<file path="src/rtl/fetch_unit_pkg.sv">
// Shared fetch-unit definitions: next-PC select codes, FSM states, reset PC.
// Imported by the fetch unit and by its next-PC calculator.
package fetch_unit_pkg;

  localparam logic [31:0] RESET_PC_DEFAULT = 32'h0000_0000;

  typedef enum logic [1:0] {
    NPC_SEQ    = 2'b00,
    NPC_BRANCH = 2'b01,
    NPC_REG    = 2'b10,
    NPC_HOLD   = 2'b11
  } npc_op_e;

  typedef enum logic {
    ST_IDLE = 1'b0,
    ST_WAIT = 1'b1
  } fetch_state_e;

  // Word offset from a 24-bit branch immediate, sign-extended to 32 bits.
  function automatic logic [31:0] branch_offset(input logic [23:0] imm);
    return {{6{imm[23]}}, imm, 2'b00};
  endfunction

endpackage

</file>
<file path="src/rtl/fetch_unit_npc_calc.sv">
// Next-PC selection: sequential, PC-relative branch, register target or hold.
// Purely combinational; the caller decides when the result is written.
module npc_calc
  import fetch_unit_pkg::*;
(
  input  logic [31:0] pc,
  input  logic [23:0] imm,
  input  logic [31:0] rm_val,
  input  npc_op_e     npc_op,
  output logic [31:0] npc
);

  logic [31:0] pc_plus4;
  logic [31:0] branch_tgt;
  logic [31:0] reg_tgt;

  assign pc_plus4   = pc + 32'd4;
  // Branch is relative to the address after the branch instruction.
  assign branch_tgt = pc_plus4 + branch_offset(imm);
  assign reg_tgt    = rm_val & ~32'd3;

  always_comb begin
    npc = pc;
    case (npc_op)
      NPC_SEQ:    npc = pc_plus4;
      NPC_BRANCH: npc = branch_tgt;
      NPC_REG:    npc = reg_tgt;
      default:    npc = pc;
    endcase
  end

endmodule

</file>
<file path="src/rtl/fetch_unit.sv">
// Instruction fetch: PC register, IR, and a two-state IDLE/WAIT memory handshake.
// A fetch takes one WAIT cycle minimum; WAIT holds with no timeout until im_ack.
module fetch_unit
  import fetch_unit_pkg::*;
#(
  parameter logic [31:0] RESET_PC = RESET_PC_DEFAULT
) (
  input  logic        clk,
  input  logic        rst,
  input  logic        IMen,
  input  logic        PCwr,
  input  logic [1:0]  NPCop,
  input  logic [31:0] rm_val,
  output logic        im_req,
  output logic [31:0] im_addr,
  input  logic [31:0] im_rdata,
  input  logic        im_ack,
  output logic [31:0] instruction,
  output logic        ir_valid,
  output logic [31:0] pc,
  output logic [31:0] link,
  output logic        fetch_busy
);

  fetch_state_e state;
  npc_op_e      npc_op;
  logic [31:0]  npc;
  logic         ack_cycle;
  logic         pc_we;

  assign npc_op = npc_op_e'(NPCop);

  npc_calc u_npc_calc (
    .pc     (pc),
    .imm    (instruction[23:0]),
    .rm_val (rm_val),
    .npc    (npc),
    .npc_op (npc_op)
  );

  assign ack_cycle = (state == ST_WAIT) && im_ack;

  // Sequential advance only lands on the completing fetch; jumps only while
  // idle, so im_addr never moves under an outstanding request.
  always_comb begin
    pc_we = 1'b0;
    if (PCwr) begin
      case (npc_op)
        NPC_SEQ:             pc_we = ack_cycle;
        NPC_BRANCH, NPC_REG: pc_we = (state == ST_IDLE);
        default:             pc_we = 1'b0;
      endcase
    end
  end

  always_ff @(posedge clk or negedge rst) begin
    if (!rst) begin
      state       <= ST_IDLE;
      im_req      <= 1'b0;
      pc          <= RESET_PC;
      instruction <= 32'h0;
      ir_valid    <= 1'b0;
    end else begin
      if (pc_we) pc <= npc;
      case (state)
        ST_IDLE: begin
          if (IMen) begin
            state    <= ST_WAIT;
            im_req   <= 1'b1;
            ir_valid <= 1'b0;
          end
        end
        ST_WAIT: begin
          if (im_ack) begin
            state       <= ST_IDLE;
            im_req      <= 1'b0;
            instruction <= im_rdata;
            ir_valid    <= 1'b1;
          end
        end
      endcase
    end
  end

  assign im_addr    = pc;
  assign link       = pc;
  assign fetch_busy = (state == ST_WAIT) || IMen;

endmodule

</file>
<file path="config.mk">
export PLATFORM = sky130hd
export DESIGN_NAME = fetch_unit
export DESIGN_NICKNAME = d
export VERILOG_FILES = /design/src/rtl/fetch_unit_pkg.sv /design/src/rtl/fetch_unit_npc_calc.sv /design/src/rtl/fetch_unit.sv
export SDC_FILE = /design/constraint.sdc
export NUM_CORES = 1
export LEC_CHECK = 0
export ABC_AREA = 1
export BUFFER_PORTS_ARGS = -buffer_cell sky130_fd_sc_hd__buf_4
export CAP_MARGIN = 20
export CORE_MARGIN = 5
export CORE_UTILIZATION = 57
export CTS_CLUSTER_SIZE = 14
export DETAILED_ROUTE_END_ITERATION = 16
export PLACE_DENSITY = 0.95
export SETUP_SLACK_MARGIN = 0.1
export SLEW_MARGIN = 20
export SYNTH_ARGS = -nofsm -noshare
export SYNTH_HDL_FRONTEND = slang
export SYNTH_SLANG_ARGS = --single-unit
</file>
<file path="constraint.sdc">
create_clock -name clk -period 9.41 [get_ports clk]
set_clock_uncertainty 0.15 [all_clocks]
set_input_delay 1.4115 -clock clk [delete_from_list [all_inputs] [get_ports clk]]
set_output_delay 1.4115 -clock clk [all_outputs]
set_load 0.02 [all_outputs]
</file>
Word-level counts from Yosys, hierarchy flattened
Index checks and enable logic that the tools add are counted.

word-level totals
  register bits = 67
  input bits = 71
  output and inout bits = 131
  word-level logic and storage cells = 32

cells by class
  add/sub/neg operators = 2
  equal/unequal tests = 4
  multiplexer cells = 12
  bitwise operators = 1
  reduce and logical (&&, ||, !) cells = 8

operators by type and width
  operator                                       number
  one-hot mux 32 bit (3 select lines)            1
  adder 32 x 3 -> 32 bit, second input constant  1
  adder 32 bit                                   1
  one-hot mux 1 bit (2 select lines)             4
  2-to-1 mux 1 bit                               7
  AND reduction 2 bit                            3
  inequality test 2 bit, second input constant   2
  nonzero test 3 bit                             1
  == test 2 x 1 -> 1 bit, second input constant  1
  == test 2 bit, second input constant           1
  zero test 2 bit                                1
  OR reduction 2 bit                             1
  logical AND 1 bit                              1
  logical OR 1 bit                               1
  NOT 1 bit                                      1

Logic depth before layout (Yosys ltp)
Gate-level depths: netlist (run 1).

  depth in word-level cells = 5
  mapped depth = 27
  depth with buffers taken out = 27

By module
A second synthesis (run 1) with hierarchy kept.

second synthesis, totals
  cells, all modules = 1106
  area total of the unflattened synthesis = 6842.8 µm²

by module, submodules not included
  module      instances  cells an instance  area an instance (µm²)  sequential area each (µm²)
  npc_calc    1          748                3691.0                  0.0
  fetch_unit  1          358                3151.8                  1676.6

Worst setup path before layout (run 1)
OpenSTA, ideal clock, no wires.

  path kind = input -> output
  start point = input IMen
  end point = output fetch_busy
  data arrival time = 1.607 ns
  data required time = 7.848 ns
  slack = 6.242 ns
  stages = 2
  path buffers = 0
  cell sequence = inv_1 > nand2_1

between the ends
  longest elaborated chain between the ends = 1

ends and longest elaborated chain
  item              RTL line          text
  start, declared   fetch_unit.sv:10  input logic IMen,
  logical OR 1 bit  fetch_unit.sv:87  assign fetch_busy = (state == ST_WAIT) || IMen;
  end, declared     fetch_unit.sv:22  output logic fetch_busy

No other way between the ends.

Worst setup path in the final report (run 1)
  start point = input NPCop[0]
  end point = register pc[8], in the netlist im_addr[8]

between the ends
  longest elaborated chain between the ends = 5
  elaborated cells on any way between the ends = 9
  classes of those cells = eq/ne: 2; mux: 3; reduce/logical: 4

ends and longest elaborated chain
  item                                                            RTL line                                     text
  start, declared                                                 fetch_unit.sv:12                             input logic [1:0] NPCop,
  == test 2 x 1 -> 1 bit / == test 2 bit (equally long branches)  fetch_unit_npc_calc.sv:24, fetch_unit.sv:48
  OR reduction 2 bit                                              fetch_unit.sv:48                             case (npc_op)
  one-hot mux 1 bit (2 select lines)                              fetch_unit.sv:48
  2-to-1 mux 1 bit                                                fetch_unit.sv:47                             if (PCwr) begin
  AND reduction 2 bit (no line)                                   --
  end signal, assigned                                            fetch_unit.sv:64                             if (pc_we) pc <= npc;
  end, declared                                                   fetch_unit.sv:20                             output logic [31:0] pc,

Several ways; a longest one is shown, not always the timed one.
A chain may end at the register's enable or synchronous reset.

==> results of run 1 <==
area by class of cell:
class | count | area share [%]
multi-input combinational | 795 | 48.6
sequential | 65 | 20.3
timing repair buffer | 193 | 18.1
inverter | 145 | 6.87
clock buffer | 9 | 2.81
tap | 143 | 2.23
clock inverter | 7 | 1.06
tightest hold or removal path: stages (launching register included):
cell and delay [ns]:
dfrtp_1 0.35, nand2_1 0.05, nand2_1 0.06
cell families after synthesis:
kind of cell,Yosys count
AO/OA/AOI/OAI,133
XOR/XNOR,17
adder cells (fa/ha/maj),41
buffers and inverters,233
flip-flops,65
other,1
AND/OR/NAND/NOR,598
power groups by stage:
stage | Sequential, mW | Combinational, mW | Clock [mW]
3_5_place_dp | 0.518 | 1.52 | 0
4_1_cts | 0.515 | 1.53 | 0.362
3_3_place_gp | 0.514 | 1.49 | 0
2_1_floorplan | 0.585 | 1.03 | 0
6_report | 0.517 | 1.55 | 0.363
5_1_grt | 0.535 | 1.70 | 0.375
per-layer routing:
metal	vias up	share of wire [%]	routed length, um	GRT usage (%)
li1	3609	-	-	-
met4	0	2.9	601	8.39
met5	-	0	0	0
met2	366	46	9510	47.7
met1	3285	41	8580	38.1
met3	48	10	2180	7.45
cells in the final DEF (no fill, tap or decap), types with 5 or more instances in the layout:
cell,instances
inv_1,139
nor2_1,75
o21bai_1,5
dfrtp_1,65
nor3_1,12
nand2_2,6
nand4_1,14
xor2_1,15
o21ai_0,40
nand2_1,414
buf_4,193
clkbuf_16,9
a21oi_1,72
o211ai_1,5
nand3_1,58
conb_1,6
ha_1,40
how the worst max path moves through the flow:
| stage | startpoint | end | slack (ns) | cells past startpoint |
|---|---|---|---|---|
| global route | NPCop[0] | im_addr[8]$_DFFE_PN0P_ | 5.01 | 11 |
| finish | NPCop[0] | im_addr[8]$_DFFE_PN0P_ | 5.24 | 11 |
| global placement | NPCop[0] | im_addr[7]$_DFFE_PN0P_ | 5.05 | 11 |
| detailed placement | NPCop[0] | im_addr[8]$_DFFE_PN0P_ | 4.97 | 11 |
| floorplan | IMen | fetch_busy | 6.24 | 2 |
| CTS | NPCop[0] | im_addr[8]$_DFFE_PN0P_ | 5.31 | 11 |
registers in the layout, summed over array words and instances, names as in the netlist:
signal	flops
instruction	32
im_addr	30
im_req	1
ir_valid	1
state	1
stage by stage:
stage	utilization (%)	hold WS (ns)	instance area [sq um]	instances
after floorplan	-	0.385	6680	1093
after global placement	67.5	0.314	7700	1341
after detailed placement	67.5	0.320	7700	1341
after CTS	70.2	0.336	8010	1357
after global routing	70.2	0.372	8010	1357
final	70.2	0.336	8010	1357
==> key figures, run 1 <==
Setup path
  – Critical R2R Launch: im_addr[12]$_DFFE_PN0P_
  – R2R setup slack: 5.57 ns
  – R2R depth: 19
  – R2R Path End: im_addr[26]$_DFFE_PN0P_
  – Buf+Inv Stages, Crit Path: 4
  – Critical path type: in -> reg
  – CP max stage delay: 0.70 ns
  – CP max-delay cell: ha_1
  – CP endpoint kind: flop
  – Crit path required time: 9.52 ns
  – Critical path's top delay family: buffers and inverters
  – WP data arrival: 4.27 ns
  – Crit-path max FO: 44
  – Crit path cell chain: buf_4 -> inv_1 -> ha_1 -> inv_6 -> o21ai_1 -> nand2_1 -> nor2_4 -> inv_2 -> a21oi_1 -> o21ai_0 -> o21ai_0
  – CP most frequent cell: o21ai_0
  – Startpoint type of the worst setup path: input pin

Synth
  – List of most frequent post-synthesis cells: 414 x nand2_1, 139 x inv_1, 75 x nor2_1
  – Async set-reset flop share out of synthesis: 100%
  – Synth Area in Simple Gates: 37.4%
  – Largest cells by area after synthesis: dfrtp_1 24%, nand2_1 23%, inv_1 7.8%
  – Top-area cell type share of the netlist area: 24.4%
  – Post-Syn Instances: 1,088
  – Count of state elements after synthesis: 65
  – Xor and xnor area share after synthesis: 2.24%
  – Synth Area in Adders: 7.82%
  – Synth Area in Compound Gates: 10.7%
  – Cell taking the most area after synthesis: dfrtp_1
  – Largest family of logic cells by synthesized area: simple AND/OR/NAND/NOR gates
  – Number of synthesized flops with an enable pin: 0
  – Yosys warns: 0
  – Number of distinct library cells after synthesis: 45
  – Cell area after synthesis: 6660 sq um
  – Mux cell area share after synthesis: 0%
  – Top FF cell, synth: dfrtp_1
  – Sequential share of the synthesized area: 24.4%
  – Most common cell in the synthesized netlist: nand2_1
  – Post-Syn Area per Cell: 6.12 sq um

Run status
  – Status: finished, final reports clean

Floorplan
  – Io pins: 202
  – Core area: 11,400 sq um
  – Die Area: 13,900 sq um
  – Initial Util: 58.3%
  – Die Y-Extent: 118 um
  – Cell Rows: 39
  – Die width: 118 um

Clock network
  – Root buffer cell: clkbuf_16
  – Hold-fix buffers, CTS: 0
  – Num CTS Buffers: 9
  – Worst-skew pair later-pin latency: 0.35 ns
  – Post-cts resize count: 0
  – CTS HTree Levels: 3
  – CTS tree: built
  – CTS Buffer Depth: 2
  – Setup Buffers After CTS: 0
  – Clock sinks: 65
  – Clk slew on worst S/H paths: 0.07 ns

Drt
  – First-pass iteration count of the detailed router: 6
  – DRT antenna net count: 0
  – Final wirelength: 20,900 um
  – Initial DRC Count: 829
  – Via count: 7,308
  – Vias per std cell: 5.39
  – Wire per inst: 15.4 um
  – DRC errors left: 0

Layout
  – ANT cells: 0
  – Fillers: 1,028
  – Layout cells sized above 1: 19.4%
  – Register Area: 1630 sq um
  – Area Growth Syn to Fin: 20.4%
  – Nets@finish: 1,321
  – Multi-input gate area: 3900 sq um

Global routing
  – Initial antenna violation count: 0
  – First-pass GRT wire length: 33,500 um
  – GR Util All Layers: 29.2%
  – Total global routing overflow: 0
  – Largest net degree at the start of global routing: 66
  – Vias in the first global route: 6,812

Placed design
  – Pre-CTS WS: 4.97 ns
  – Post-DP HPWL: 16,500 um
  – Number of port buffers: 193
  – Routability congestion estimate: 0.963

Min path
  – Hold Startpoint: instruction[24]$_DFFE_PN0P_
  – Hold endpoint: instruction[24]$_DFFE_PN0P_
  – WHS Path Cells: 2
  – HP Class: reg -> reg

Pwr
  – Power Total: 2.43 mW
  – Switching power: 1.29 mW
  – Gate power share: 63.8%
  – Leak Pwr: 4.63 nW
  – Max IR drop VDD: 0.206 mV
  – Switching share of power: 53.2%
  – Power Internal: 1.14 mW
  – Flop pwr share: 21.3%
  – Clock power share: 15.0%
  – Power density over the cells: 303 nW/um^2

Timing
  – Max Freq: 0.240 GHz
  – RSZ-0062 raised after global routing: false
  – Worst slew pin tran: 1.10 ns
  – TNS Setup: 0 ns
  – Final WS setup: 5.24 ns
  – Clock period minus worst slack: 4.17 ns
  – Fin crit share: 44.3%
  – Final Slew Violations: 0
  – Setup Viol. Count Final: 0
  – Slew HR: 26.8%
  – Final count of hold timing violations: 0

Run
  – Max Cap Violations: 0
(Power assumes the default switching activity.)
==> run 2, diff against run 1 <==
--- a/config.mk
+++ b/config.mk
@@ -9,10 +9,10 @@
 export BUFFER_PORTS_ARGS = -buffer_cell sky130_fd_sc_hd__buf_4
 export CAP_MARGIN = 20
 export CORE_MARGIN = 5
-export CORE_UTILIZATION = 57
+export CORE_UTILIZATION = 53
 export CTS_CLUSTER_SIZE = 14
 export DETAILED_ROUTE_END_ITERATION = 16
-export PLACE_DENSITY = 0.95
+export PLACE_DENSITY = 0.93
 export SETUP_SLACK_MARGIN = 0.1
 export SLEW_MARGIN = 20
 export SYNTH_ARGS = -nofsm -noshare
==> constraint.sdc (replaced) <==
create_clock -name clk -period 4 [get_ports clk]
set_clock_uncertainty 0.15 [all_clocks]
set_input_delay 0.6 -clock clk [delete_from_list [all_inputs] [get_ports clk]]
set_output_delay 0.6 -clock clk [all_outputs]
set_load 0.02 [all_outputs]
==> run 2 against run 1 <==
Against the previous run: via count rose by 2.0%; sequential share of layout area fell by 0.14 points; setup slack got worse by 4.8 ns; combinational power rose by 140%.
==> key figures, run 2 (same netlist as run 1, synthesis figures left out) <==
Setup path
  – CP most frequent cell: nand2_1
  – CP max-delay cell: dfrtp_1
  – Critical path type: reg -> reg
  – CP endpoint kind: flop
  – Crit-path max FO: 7 (-84%)
  – Crit path required time: 4.08 ns (-5.44 ns)
  – CP max stage delay: 0.47 ns (-0.23 ns)
  – WP data arrival: 3.67 ns (-0.60 ns)
  – Crit path cell chain: nand2_1 -> nor2_1 -> nand2_1 -> nor2_4 -> nand4_2 -> o21ai_1 -> inv_1 -> ha_1 -> nand2_1 -> nor2_1 -> inv_1 -> nor3_2 -> nand3_1 -> nand3_1 -> nand2_1 -> nand3_1 -> nand2_1 -> nand2_1 -> nand2_1
  – Startpoint type of the worst setup path: flop

Placed design
  – Post-DP HPWL: 16,600 um (+0.46%)
  – Number of port buffers: 193 (unchanged)
  – Routability congestion estimate: 0.977 (+1.5%)
  – Pre-CTS WS: 0.528 ns (-4.45 ns)
  – Placed cells: 1,374 (+2.5%)

Pwr
  – Max IR drop VDD: 0.252 mV (+22%)
  – Clock power share: 14.8% (-0.2 points)
  – Power Internal: 2.68 mW (+140%)
  – Power Total: 5.71 mW (+140%)
  – Flop pwr share: 21.3% (about the same)
  – Power density over the cells: 706 nW/um^2 (+130%)
  – Switching power: 3.03 mW (+130%)
  – Gate power share: 63.9% (about the same)
  – Leak Pwr: 4.64 nW (+0.36%)
  – Switching share of power: 53.0% (-0.16 points)

Timing
  – Setup Viol. Count Final: 0 (unchanged)
  – Clock period minus worst slack: 3.58 ns
  – Final Slew Violations: 0 (unchanged)
  – Slew HR: 30.5% (+3.6 points)
  – Final hold slack: 0.186 ns (-0.150 ns)
  – Fin crit share: 89.6%
  – Worst slew pin tran: 1.04 ns (-0.0547 ns)
  – TNS Setup: 0 ns (unchanged)
  – Final count of hold timing violations: 0 (unchanged)
  – Final WS setup: 0.418 ns (-4.83 ns)
  – RSZ-0062 raised after global routing: false
  – Max Freq: 0.279 GHz

Clock network
  – Root buffer cell: clkbuf_16
  – Hold-fix buffers, CTS: 0 (unchanged)
  – CTS HTree Levels: 3 (unchanged)
  – Worst-skew pair later-pin latency: 0.34 ns (about the same)
  – Clk slew on worst S/H paths: 0.07 ns (about the same)
  – Num CTS Buffers: 9 (unchanged)
  – CTS tree: built
  – CTS Buffer Depth: 2 (unchanged)
  – Clock sinks: 65 (unchanged)

Floorplan
  – Core area: 12,500 sq um (+9.2%)
  – Die Area: 14,900 sq um (+6.9%)
  – Cell Rows: 41 (+5.1%)
  – Initial Util: 53.4% (-4.9 points)
  – Die width: 122 um (+3.4%)
  – Io pins: 202 (unchanged)
  – Die Y-Extent: 122 um (+3.4%)

Global routing
  – GR Util All Layers: 27.5% (-1.7 points)
  – Total global routing overflow: 0 (unchanged)
  – First-pass GRT wire length: 32,500 um (-2.9%)
  – Largest net degree at the start of global routing: 66 (unchanged)
  – Initial antenna violation count: 0 (unchanged)
  – Vias in the first global route: 6,850 (+0.56%)

Layout
  – Layout cells sized above 1: 20.0% (+0.59 points)
  – Nets@finish: 1,325 (+0.30%)
  – Commonest non-fill, non-tap cells in the layout: 414 x nand2_1, 197 x buf_4, 139 x inv_1
  – Reg with most FFs: instruction
  – Max reg flops: 32 (unchanged)
  – Area Growth Syn to Fin: 21.5%
  – Commonest non-fill, non-tap cell in the layout: nand2_1
  – Post-Layout Cell Count: 1,390 (+2.4%)
  – ANT cells: 0 (unchanged)

Drt
  – Vias per std cell: 5.36 (-0.41%)
  – Via count: 7,455 (+2.0%)
  – Final wirelength: 21,000 um (+0.69%)
  – Wire per inst: 15.1 um (-1.7%)
  – Initial DRC Count: 1,032 (+24%)
  – First-pass iteration count of the detailed router: 7 (+1)
  – DRC errors left: 0 (unchanged)
  – DRT antenna net count: 0 (unchanged)

Run
  – Max Cap Violations: 0 (unchanged)

Run status
  – Status: finished, final reports clean

Min path
  – HP Class: in -> async
run 2: changes by cell type in the layout (fill, tap and decap cells not counted):
cell,previous run,this run
buf_4,193,197
nor3_2,2,3
dfrtp_2,0,3
nor3_1,12,11
dfrtp_1,65,62
run 2: cell type report:
type,instances,area [sq um]
Fill cell,1087,4380
Multi-Input combinational cell,795,3900
Sequential cell,65,1630
Timing Repair Buffer,197,1480
Inverter,145,551
Clock buffer,9,225
Tap cell,172,215
Clock inverter,7,85.1
run 2: what timing repair did:
action | in CTS | in global routing
setup endpoints to repair | 0 | 3
resized for setup | 0 | 4
setup buffers | 0 | 0
run 2: critical path: cells and delay by family, from the launching register on:
family          cells  cell delay [ns]
compound gates      1             0.23
flops               1             0.47
simple gates       15             1.96
fa+ha+maj           1             0.40
buf+inv             2             0.24
run 2: stage by stage:
step	utilization (%)	area, sq um
after detailed placement	62.3	7770
final	64.9	8090
after global routing	64.9	8090
after CTS	64.8	8080
after global placement	62.3	7770
after floorplan	-	6680
run 2: layer usage:
metal,up-vias,track usage (%),routed length [um]
met5,-,0,0
met4,0,11.6,877
met3,87,4.92,2210
met2,458,45.0,9490
met1,3310,35.9,8450
li1,3600,-,-
run 2: power groups by stage:
stage / logic, mW / clock network, mW / registers, mW
after global placement: 3.47 / 0 / 1.20
final: 3.65 / 0.845 / 1.22
after global routing: 3.98 / 0.870 / 1.26
after CTS: 3.59 / 0.849 / 1.21
after floorplan: 2.41 / 0 / 1.38
after detailed placement: 3.57 / 0 / 1.22
run 2: worst paths after layout:
kind	from	end	cells after the start	slack, ns
min reg2reg	instruction[28]$_DFFE_PN0P_	instruction[28]$_DFFE_PN0P_	2	0.33
min in group clk	im_rdata[21]	instruction[21]$_DFFE_PN0P_	3	0.29
min	rst	im_addr[28]$_DFFE_PN0P_	1	0.19
max in group asynchronous	rst	im_addr[3]$_DFFE_PN0P_	1	2.90
max reg2reg	im_addr[14]$_DFFE_PN0P_	im_addr[26]$_DFFE_PN0P_	19	0.42
max	im_addr[14]$_DFFE_PN0P_	im_addr[26]$_DFFE_PN0P_	19	0.42
==> run 3, diff against run 2 <==
--- a/config.mk
+++ b/config.mk
@@ -9,10 +9,11 @@
 export BUFFER_PORTS_ARGS = -buffer_cell sky130_fd_sc_hd__buf_4
 export CAP_MARGIN = 20
 export CORE_MARGIN = 5
-export CORE_UTILIZATION = 53
+export CORE_UTILIZATION = 54
+export CTS_BUF_LIST = sky130_fd_sc_hd__clkbuf_4 sky130_fd_sc_hd__clkbuf_8
 export CTS_CLUSTER_SIZE = 14
 export DETAILED_ROUTE_END_ITERATION = 16
-export PLACE_DENSITY = 0.93
+export PLACE_DENSITY = 0.94
 export SETUP_SLACK_MARGIN = 0.1
 export SLEW_MARGIN = 20
 export SYNTH_ARGS = -nofsm -noshare
==> run 3 against run 2 <==
Against the previous run: wire length is 2.9% lower; sequential share of layout area up 0.29 points; non-clock buffer count stayed put; register-to-register slack better by 0.02 ns; maximum frequency rose by 0.51%; combinational power about the same; die area is 1.7% lower; via count shrank 2.8%; clock power fell by 26%; critical endpoint is now im_addr[30]$_DFFE_PN0P_; largest cell class unchanged.
==> key figures, run 3 (same netlist as run 1, synthesis figures left out) <==
Run status
  – Status: finished, final reports clean

Setup path
  – CP most frequent cell: nand2_1
  – Startpoint type of the worst setup path: flop
  – Crit-path max FO: 8 (+1)
  – CP max stage delay: 0.56 ns (+0.09 ns)
  – Critical R2R Launch: im_addr[16]$_DFFE_PN0P_
  – Critical path's top delay family: simple AND/OR/NAND/NOR gates
  – CP endpoint kind: flop
  – CP max-delay cell: dfrtp_1
  – WP data arrival: 3.68 ns (about the same)
  – Buf+Inv Stages, Crit Path: 1 (-1)
  – Crit path cell chain: nand2_1 -> nor2_1 -> nand2_1 -> nor3_1 -> nand3_1 -> xor2_1 -> inv_1 -> ha_1 -> nand2_1 -> nor2_1 -> nand2_1 -> nor3_1 -> nand2_1 -> nand2_1 -> nand2_1 -> nand3_1 -> nand2_1 -> nand2_1 -> nand2_1
  – Critical path type: reg -> reg
  – Crit path from: im_addr[16]$_DFFE_PN0P_
  – Crit path required time: 4.12 ns (+0.04 ns)

Pwr
  – Gate power share: 66.3% (+2.4 points)
  – Power density over the cells: 684 nW/um^2 (-3.1%)
  – Switching share of power: 54.5% (+1.4 points)
  – Power Internal: 2.49 mW (-7.4%)
  – Flop pwr share: 22.3% (+1.0 points)
  – Switching power: 2.97 mW (-1.8%)
  – Leak Pwr: 4.60 nW (-0.95%)
  – Power Total: 5.46 mW (-4.5%)
  – Max IR drop VDD: 0.324 mV (+29%)
  – Clock power share: 11.4% (-3.4 points)

Layout
  – Commonest non-fill, non-tap cells in the layout: 414 x nand2_1, 197 x buf_4, 139 x inv_1
  – Register Area: 1630 sq um (about the same)
  – ANT cells: 0 (unchanged)
  – Commonest non-fill, non-tap cell in the layout: nand2_1
  – Reg with most FFs: instruction
  – Area Growth Syn to Fin: 19.9%
  – Design area: 7980 sq um (-1.3%)
  – Multi-input gate area: 3900 sq um (-0.13%)
  – Nets@finish: 1,325 (unchanged)
  – Layout cells sized above 1: 20.0% (unchanged)
  – Post-Layout Cell Count: 1,386 (-0.29%)
  – Fillers: 1,096 (+0.83%)
  – Max reg flops: 32 (unchanged)

Clock network
  – Post-cts resize count: 0 (unchanged)
  – Clk slew on worst S/H paths: 0.09 ns (+0.02 ns)
  – Hold-fix buffers, CTS: 0 (unchanged)
  – Setup Buffers After CTS: 0 (unchanged)
  – Clock sinks: 65 (unchanged)
  – CTS Buffer Depth: 2 (unchanged)
  – CTS HTree Levels: 3 (unchanged)
  – CTS tree: built
  – Num CTS Buffers: 9 (unchanged)
  – Root buffer cell: clkbuf_8
  – Worst-skew pair later-pin latency: 0.38 ns (+0.04 ns)

Timing
  – Max Freq: 0.281 GHz (+0.51%)
  – Slew HR: 32.5% (+2.0 points)
  – Final count of hold timing violations: 0 (unchanged)
  – RSZ-0062 raised after global routing: false
  – Final hold slack: 0.169 ns (-0.0174 ns)
  – Fin crit share: 89.1% (-0.46 points)
  – Final Slew Violations: 0 (unchanged)
  – Clock period minus worst slack: 3.56 ns (-0.0183 ns)
  – Worst slew pin tran: 1.01 ns (-0.0298 ns)
  – Setup Viol. Count Final: 0 (unchanged)
  – TNS Setup: 0 ns (unchanged)

Run
  – Max Cap Violations: 0 (unchanged)

Drt
  – Vias per std cell: 5.23 (-2.5%)
  – DRC errors left: 0 (unchanged)
  – First-pass iteration count of the detailed router: 5 (-2)
  – Wire per inst: 14.7 um (-2.6%)
  – DRT antenna net count: 0 (unchanged)
  – Via count: 7,245 (-2.8%)
  – Initial DRC Count: 779 (-25%)
  – Final wirelength: 20,400 um (-2.9%)

Placed design
  – Number of port buffers: 193 (unchanged)
  – Cell Area, Placed: 7760 sq um (about the same)
  – Post-DP HPWL: 16,500 um (-0.55%)
  – Routability congestion estimate: 0.958 (-1.9%)
  – Placed cells: 1,370 (-0.29%)

Min path
  – HP Class: in -> async

Global routing
  – GR Util All Layers: 27.5% (about the same)
  – First-pass GRT wire length: 32,000 um (-1.6%)
  – Vias in the first global route: 6,612 (-3.5%)
  – Total global routing overflow: 0 (unchanged)
  – Initial antenna violation count: 0 (unchanged)
  – Largest net degree at the start of global routing: 66 (unchanged)

Floorplan
  – Die Y-Extent: 121 um (-0.86%)
  – Io pins: 202 (unchanged)
  – Die Area: 14,600 sq um (-1.7%)
  – Core area: 12,100 sq um (-3.2%)
  – Cell Rows: 40 (-2.4%)
  – Die width: 121 um (-0.86%)
  – Initial Util: 55.2% (+1.8 points)
## run 3: routing by layer
layer / vias to the layer above / share of wire (%) / GRT usage, %
met1: 3221 / 42 / 36.7
met2: 357 / 45 / 43.4
met3: 59 / 9.6 / 5.69
met4: 0 / 3.4 / 11.3
li1: 3608 / - / -
met5: - / 0 / 0
## run 3: power groups by stage
stage | sequential [mW] | combinational [mW] | clock (mW)
after global placement | 1.21 | 3.50 | 0
after CTS | 1.21 | 3.58 | 0.632
after global routing | 1.26 | 3.97 | 0.658
after floorplan | 1.38 | 2.41 | 0
after detailed placement | 1.22 | 3.57 | 0
final | 1.22 | 3.62 | 0.622
## run 3: cell type report
cell class | instances | area share (%)
Multi-Input combinational cell | 795 | 48.9
Inverter | 145 | 6.90
Timing Repair Buffer | 197 | 18.5
Clock buffer | 9 | 1.55
Tap cell | 168 | 2.63
Sequential cell | 65 | 20.4
Clock inverter | 7 | 1.08
## run 3: per-stage QoR
stage	utilization (%)	setup WS [ns]
after floorplan	-	0.865
after global routing	66.2	0.113
after global placement	64.4	0.541
after detailed placement	64.4	0.505
after CTS	66.1	0.460
final	66.2	0.436
## run 3: worst paths after layout
path | to | slack, ns | cells past startpoint
worst max-delay path | im_addr[30]$_DFFE_PN0P_ | 0.44 | 19
min in group clk | instruction[21]$_DFFE_PN0P_ | 0.25 | 3
worst max register to register | im_addr[30]$_DFFE_PN0P_ | 0.44 | 19
worst min-delay path | instruction[22]$_DFFE_PN0P_ | 0.17 | 1
worst min register to register | instruction[25]$_DFFE_PN0P_ | 0.34 | 2
max in group asynchronous | im_addr[12]$_DFFE_PN0P_ | 2.93 | 1
